**config.mk**
```make
export PLATFORM = sky130hd
export DESIGN_NAME = uart_tx
export DESIGN_NICKNAME = d
export VERILOG_FILES = /design/src/rtl/uart_pkg.sv /design/src/rtl/uart_baud_cnt.sv /design/src/rtl/uart_tx.sv
export SDC_FILE = /design/constraint.sdc
export NUM_CORES = 1
export LEC_CHECK = 0
export CAP_MARGIN = 20
export CORE_MARGIN = 2
export CORE_UTILIZATION = 57
export CTS_CLUSTER_DIAMETER = 60
export DETAILED_ROUTE_END_ITERATION = 12
export PLACE_DENSITY_LB_ADDON = 0.12
export SYNTH_ARGS = -nofsm -noshare
export SYNTH_HDL_FRONTEND = slang
export SYNTH_SLANG_ARGS = --single-unit
```
**constraint.sdc**
```tcl
create_clock -name clk -period 6.3 [get_ports clk]
set_clock_uncertainty 0.2 [all_clocks]
set_input_delay 0.945 -clock clk [delete_from_list [all_inputs] [get_ports clk]]
set_output_delay 0.945 -clock clk [all_outputs]
set_load 0.01 [all_outputs]
```
**src/rtl/uart_pkg.sv**
```systemverilog
// Shared UART definitions: FSM state encoding, data width and line idle level.
// Used by both the transmit and receive sides.
package uart_pkg;

  localparam int unsigned DATA_BITS = 8;
  localparam logic        MARK      = 1'b1;

  typedef enum logic [2:0] {
    IDLE   = 3'd0,
    START  = 3'd1,
    DATA   = 3'd2,
    PARITY = 3'd3,
    STOP   = 3'd4
  } uart_state_t;

endpackage

```
**src/rtl/uart_baud_cnt.sv**
```systemverilog
// Bit-period counter: counts 0..CLKS_PER_BIT-1 and pulses tick on the last count.
module uart_baud_cnt #(
  parameter int unsigned CLKS_PER_BIT = 16
) (
  input  logic clk,
  input  logic rst,
  input  logic clear,
  output logic tick
);

  localparam int unsigned CW = (CLKS_PER_BIT > 1) ? $clog2(CLKS_PER_BIT) : 1;
  localparam logic [CW-1:0] LAST = CW'(CLKS_PER_BIT - 1);

  logic [CW-1:0] count;

  always_ff @(posedge clk) begin
    if (rst || clear || tick) count <= '0;
    else                      count <= count + 1'b1;
  end

  assign tick = (count == LAST);

endmodule

```
**src/rtl/uart_tx.sv**
```systemverilog
// UART transmitter, 8 data bits LSB first, 1 or 2 stop bits.
// Define UART_TX_PARITY_EN to insert an even-parity bit before the stop bits.
module uart_tx
  import uart_pkg::*;
#(
  parameter int unsigned CLKS_PER_BIT = 16,
  parameter int unsigned STOP_BITS    = 1
) (
  input  logic                 clk,
  input  logic                 rst,
  input  logic [DATA_BITS-1:0] tx_data,
  input  logic                 tx_valid,
  output logic                 tx_ready,
  output logic                 txd,
  output logic                 busy,
  output logic                 done
);

  localparam logic [2:0] LAST_BIT  = 3'(DATA_BITS - 1);
  localparam logic [2:0] LAST_STOP = 3'(STOP_BITS - 1);

  uart_state_t          state;
  logic [DATA_BITS-1:0] shift;
  logic [2:0]           bit_idx;
  logic                 tick;
  logic                 baud_clear;
`ifdef UART_TX_PARITY_EN
  logic                 parity;
`endif

  // The counter is held at zero in IDLE and wraps on tick, so every state
  // change (accept or end of a bit period) starts a fresh period.
  assign baud_clear = (state == IDLE);

  uart_baud_cnt #(.CLKS_PER_BIT(CLKS_PER_BIT)) u_baud (
    .clk  (clk),
    .rst  (rst),
    .clear(baud_clear),
    .tick (tick)
  );

  always_ff @(posedge clk) begin
    if (rst) begin
      state    <= IDLE;
      shift    <= '0;
      bit_idx  <= '0;
      txd      <= MARK;
      tx_ready <= 1'b1;
      busy     <= 1'b0;
      done     <= 1'b0;
`ifdef UART_TX_PARITY_EN
      parity   <= 1'b0;
`endif
    end else begin
      done <= 1'b0;
      case (state)
        IDLE: begin
          if (tx_valid && tx_ready) begin
            shift    <= tx_data;
`ifdef UART_TX_PARITY_EN
            parity   <= ^tx_data;
`endif
            bit_idx  <= '0;
            state    <= START;
            txd      <= 1'b0;
            tx_ready <= 1'b0;
            busy     <= 1'b1;
          end
        end
        START: begin
          if (tick) begin
            state <= DATA;
            txd   <= shift[0];
          end
        end
        DATA: begin
          if (tick) begin
            shift <= shift >> 1;
            if (bit_idx == LAST_BIT) begin
              bit_idx <= '0;
`ifdef UART_TX_PARITY_EN
              state   <= PARITY;
              txd     <= parity;
`else
              state   <= STOP;
              txd     <= MARK;
`endif
            end else begin
              bit_idx <= bit_idx + 1'b1;
              txd     <= shift[1];
            end
          end
        end
`ifdef UART_TX_PARITY_EN
        PARITY: begin
          if (tick) begin
            state <= STOP;
            txd   <= MARK;
          end
        end
`endif
        STOP: begin
          if (tick) begin
            if (bit_idx == LAST_STOP) begin
              bit_idx  <= '0;
              state    <= IDLE;
              done     <= 1'b1;
              tx_ready <= 1'b1;
              busy     <= 1'b0;
            end else begin
              bit_idx <= bit_idx + 1'b1;
            end
          end
        end
        default: begin
          state    <= IDLE;
          txd      <= MARK;
          tx_ready <= 1'b1;
          busy     <= 1'b0;
        end
      endcase
    end
  end

endmodule

```
==> results.txt <==
The clock transition time at the flip-flop clock pins of the worst setup and hold paths was 0.10 ns; the total CTS buffers was 3. Once the clock tree was built, the resizer swapped 0 gates to a different size. By startpoint and endpoint, the worst setup path is classified as in2reg. The met1 wire length was 1050 µm; the final net count was 158. The clock network latency to the later pin of the worst-skew pair is 0.31 ns.

Most instantiated flip-flop cell in the synthesis netlist: dfxtp_1. The number of max-cap violations is 0. For the level count of the clock H-tree, the log shows 1. The flow ran to the end, and the final reports show no timing, DRC or antenna violations. The number of vias after detailed routing came out at 958. After synthesis the netlist holds a flip-flop and latch count of 22. The sort of element at the end of the critical path was a flop. For this design, the CTS-stage hold fixing added 0 buffers. The buffer levels on the longest clock path was 2; the core area was 0.00192 mm². For this run the aggregate overflow at the end of global routing stands at 0. For the critical path arrival, the log shows 2.72 ns. The worst vdd rail ir drop was 227 µV.

Number of cells traversed by the worst hold path: 1. The fill cell total of the finished layout was 172; the number of nets with antenna violations after detailed routing was 0. In this run the worst hold path is classified as reg2reg.

The wire length on met2 came out at 1050 µm. For the finished layout, the period the worst path requires is 2.73 ns. The top routing layer in use is met4. The post-CTS setup buffer count was 0; the starting density of the core was 0.589. For this block, the initial DRC count from the detailed router was 16. Setup violations remaining at the end of the flow were counted as 0. In this run the core area contains 16 standard-cell rows.

The logs give 37 for the count of distinct cell types in the synthesized netlist and 6.30 ns for the required time of the critical path. From bottom edge to top edge, the die measures 48.6 µm. The repair_antennas step left the layout with diodes totalling 0.

The worst setup path is launched from an input pin. The synthesized cell area is 0.00113 mm², and the depth of the worst register-to-register path is 5. Area added between synthesis and finish: 13.7%. The post-detailed-route wirelength per cell was 13.0 µm; the headroom to the max-slew limit was 0.437. Synthesis produced a netlist whose cell count is 132. At the end of routability-driven placement, the weighted congestion stood at 0.859.

The first global-routing pass estimated 3750 µm of wire. The run gives 4 as the first-pass iteration count of the detailed router. The run gives 2190 µm as the sum of routed wire length over all layers. The critical path ends at shift[3]$_SDFFE_PP0P_.

Input and output buffers added on the ports amount to 14. In this run the horizontal extent of the chip is 48.6 µm. For the post-layout utilization of the core, the log shows 0.670. Detailed routing placed a total of 66 µm of wire on met3. The sequential cell area fraction in the yosys report was 0.389; the initial antenna violation count was 0.

Final count of pins violating max slew: 0. Clock tree synthesis selected as its root buffer the cell clkbuf_4. The ratio of final minimum period to clock period was 0.433. The global router's overall resource usage is 0.199, and the peak fanout along the critical path is 16. The synthesized area divided by synthesized cell count is 8.58 µm², and the sum of negative setup slack is 0 ns. Detailed placement ended at an HPWL of 1540 µm. The worst setup timing slack at the placement stage is 3.23 ns, and the I/O pin count is 15. The post-layout worst setup margin is 3.57 ns, and the maximum achievable frequency is 0.367 GHz. The analysis attributes to cell leakage a power of 0.463 nW. For this run, the number of Yosys warnings is 0. The worst register-to-register path ends at shift[3]$_SDFFE_PP0P_. The setup check on the worst reg-to-reg path leaves a slack of 3.61 ns. Fraction of synthesized cell area taken by the top area cell type: 0.389. Clock tree synthesis found a total of 22 sinks. The number of nets handed over by synthesis was 147. Average vias per placed instance: 5.70. Entering global routing, the biggest net connects 25 pins.

Leaving out fill and tap cells, the most frequent cell in the layout is dfxtp_1. Area of the die: 0.00236 mm². The completed layout was analyzed and its total power is 493 µW. In this run, synthesis inferred 0 flip-flops with an integrated enable.

Leaving out fill and tap cells, the most frequent cells in the layout are 22 x dfxtp_1, 17 x nor2_1, 14 x clkdlybuf4s50_1, 11 x nand2_1, 11 x o21ai_0. The fraction of final layout cells sized beyond drive strength 1 works out to 0.0709. dfxtp_1 takes more of the synthesized area than any other cell. In this run the worst setup path begins at tx_valid. The total power density per cell area was 383 mW/mm². The fraction of synthesis flops using an asynchronous set or reset pin is 0, and the number of hold violations in the final report is 0. The start of the worst register-to-register path was state[0]$_SDFFE_PP0P_.

Number of remaining DRC errors: 0. TritonCTS built the clock tree. The actual slew at the worst max-slew pin is 0.845 ns. By area the synthesized netlist is led by dfxtp_1 39%, nor2_1 5.6%, o21ai_0 4.9%, ha_1 4.4%, a311oi_1 3.9%.

Setup repair after global routing left no endpoint under its margin. The number of global-route vias before repair came out at 879.
-- Yosys cell counts (2+ instances only) --
master and instances:
inv_1 5, nand2b_1 5, o211ai_1 2, nand2_1 11
a311oi_1 5, dfxtp_1 22, nor2_1 17, buf_2 3
mux2i_1 3, a21oi_1 5, o21ai_0 11, clkbuf_1 4
nand3_1 5, nor2b_1 3, a311oi_2 2, nor3_1 5
ha_1 4
-- metal layers --
metal,GRT usage,up-vias
li1,-,493
met2,0.340,18
met5,0,-
met1,0.248,445
met4,0.0857,0
met3,0.0309,2
-- critical path, stage by stage --
cell and delay, ns:
clkdlybuf4s50_1 0.50, a21oi_2 0.10, a2111oi_4 0.80, nor2_1 0.08, a311oi_1 0.30
-- through the flow --
stage	cells	area, µm²	hold WS, ns
global route	168	1290	0.299
CTS	168	1290	0.271
global placement	165	1260	0.233
finish	168	1290	0.265
floorplan	132	1130	0.218
detailed placement	165	1260	0.246
-- state kept, by name, indices dropped and copies added, names as in the netlist --
| signal | cells |
|---|---|
| bit_idx | 3 |
| busy | 1 |
| done | 1 |
| shift | 8 |
| state | 3 |
| tx_ready | 1 |
| txd | 1 |
| u_baud.count | 4 |
-- kinds of logic after synthesis --
group / Yosys count / share of synthesized area
xor gates and xnor gates: 2 / 0.0155
adders and majority gates: 5 / 0.0530
muxes: 3 / 0.0265
and+or+nand+nor: 53 / 0.232
AOI/OAI and AO/OA: 34 / 0.231
DFF: 22 / 0.389
buffers and inverters: 13 / 0.0530
-- final cells by class --
cell class / count / area (µm²) / area share
inverter: 5 / 18.8 / 0.0146
sequential: 22 / 440 / 0.342
tap: 27 / 33.8 / 0.0262
multi-input combinational: 97 / 632 / 0.491
timing repair buffer: 14 / 140 / 0.109
clock buffer: 3 / 22.5 / 0.0175
-- report_power, final --
group	switching, mW	internal (mW)
sequential	0.0422	0.178
combinational	0.109	0.101
clock	0.0407	0.0223
-- worst min-delay path by stage --
stage	startpoint	endpoint	slack [ns]
floorplan	u_baud.count[0]$_SDFF_PP0_	u_baud.count[0]$_SDFF_PP0_	0.22
global placement	u_baud.count[0]$_SDFF_PP0_	u_baud.count[0]$_SDFF_PP0_	0.23
detailed placement	busy$_SDFFE_PP0P_	busy$_SDFFE_PP0P_	0.25
CTS	u_baud.count[0]$_SDFF_PP0_	u_baud.count[0]$_SDFF_PP0_	0.27
global route	u_baud.count[0]$_SDFF_PP0_	u_baud.count[0]$_SDFF_PP0_	0.30
finish	busy$_SDFFE_PP0P_	busy$_SDFFE_PP0P_	0.27
Note: power is estimated with default switching activity, not from simulation.
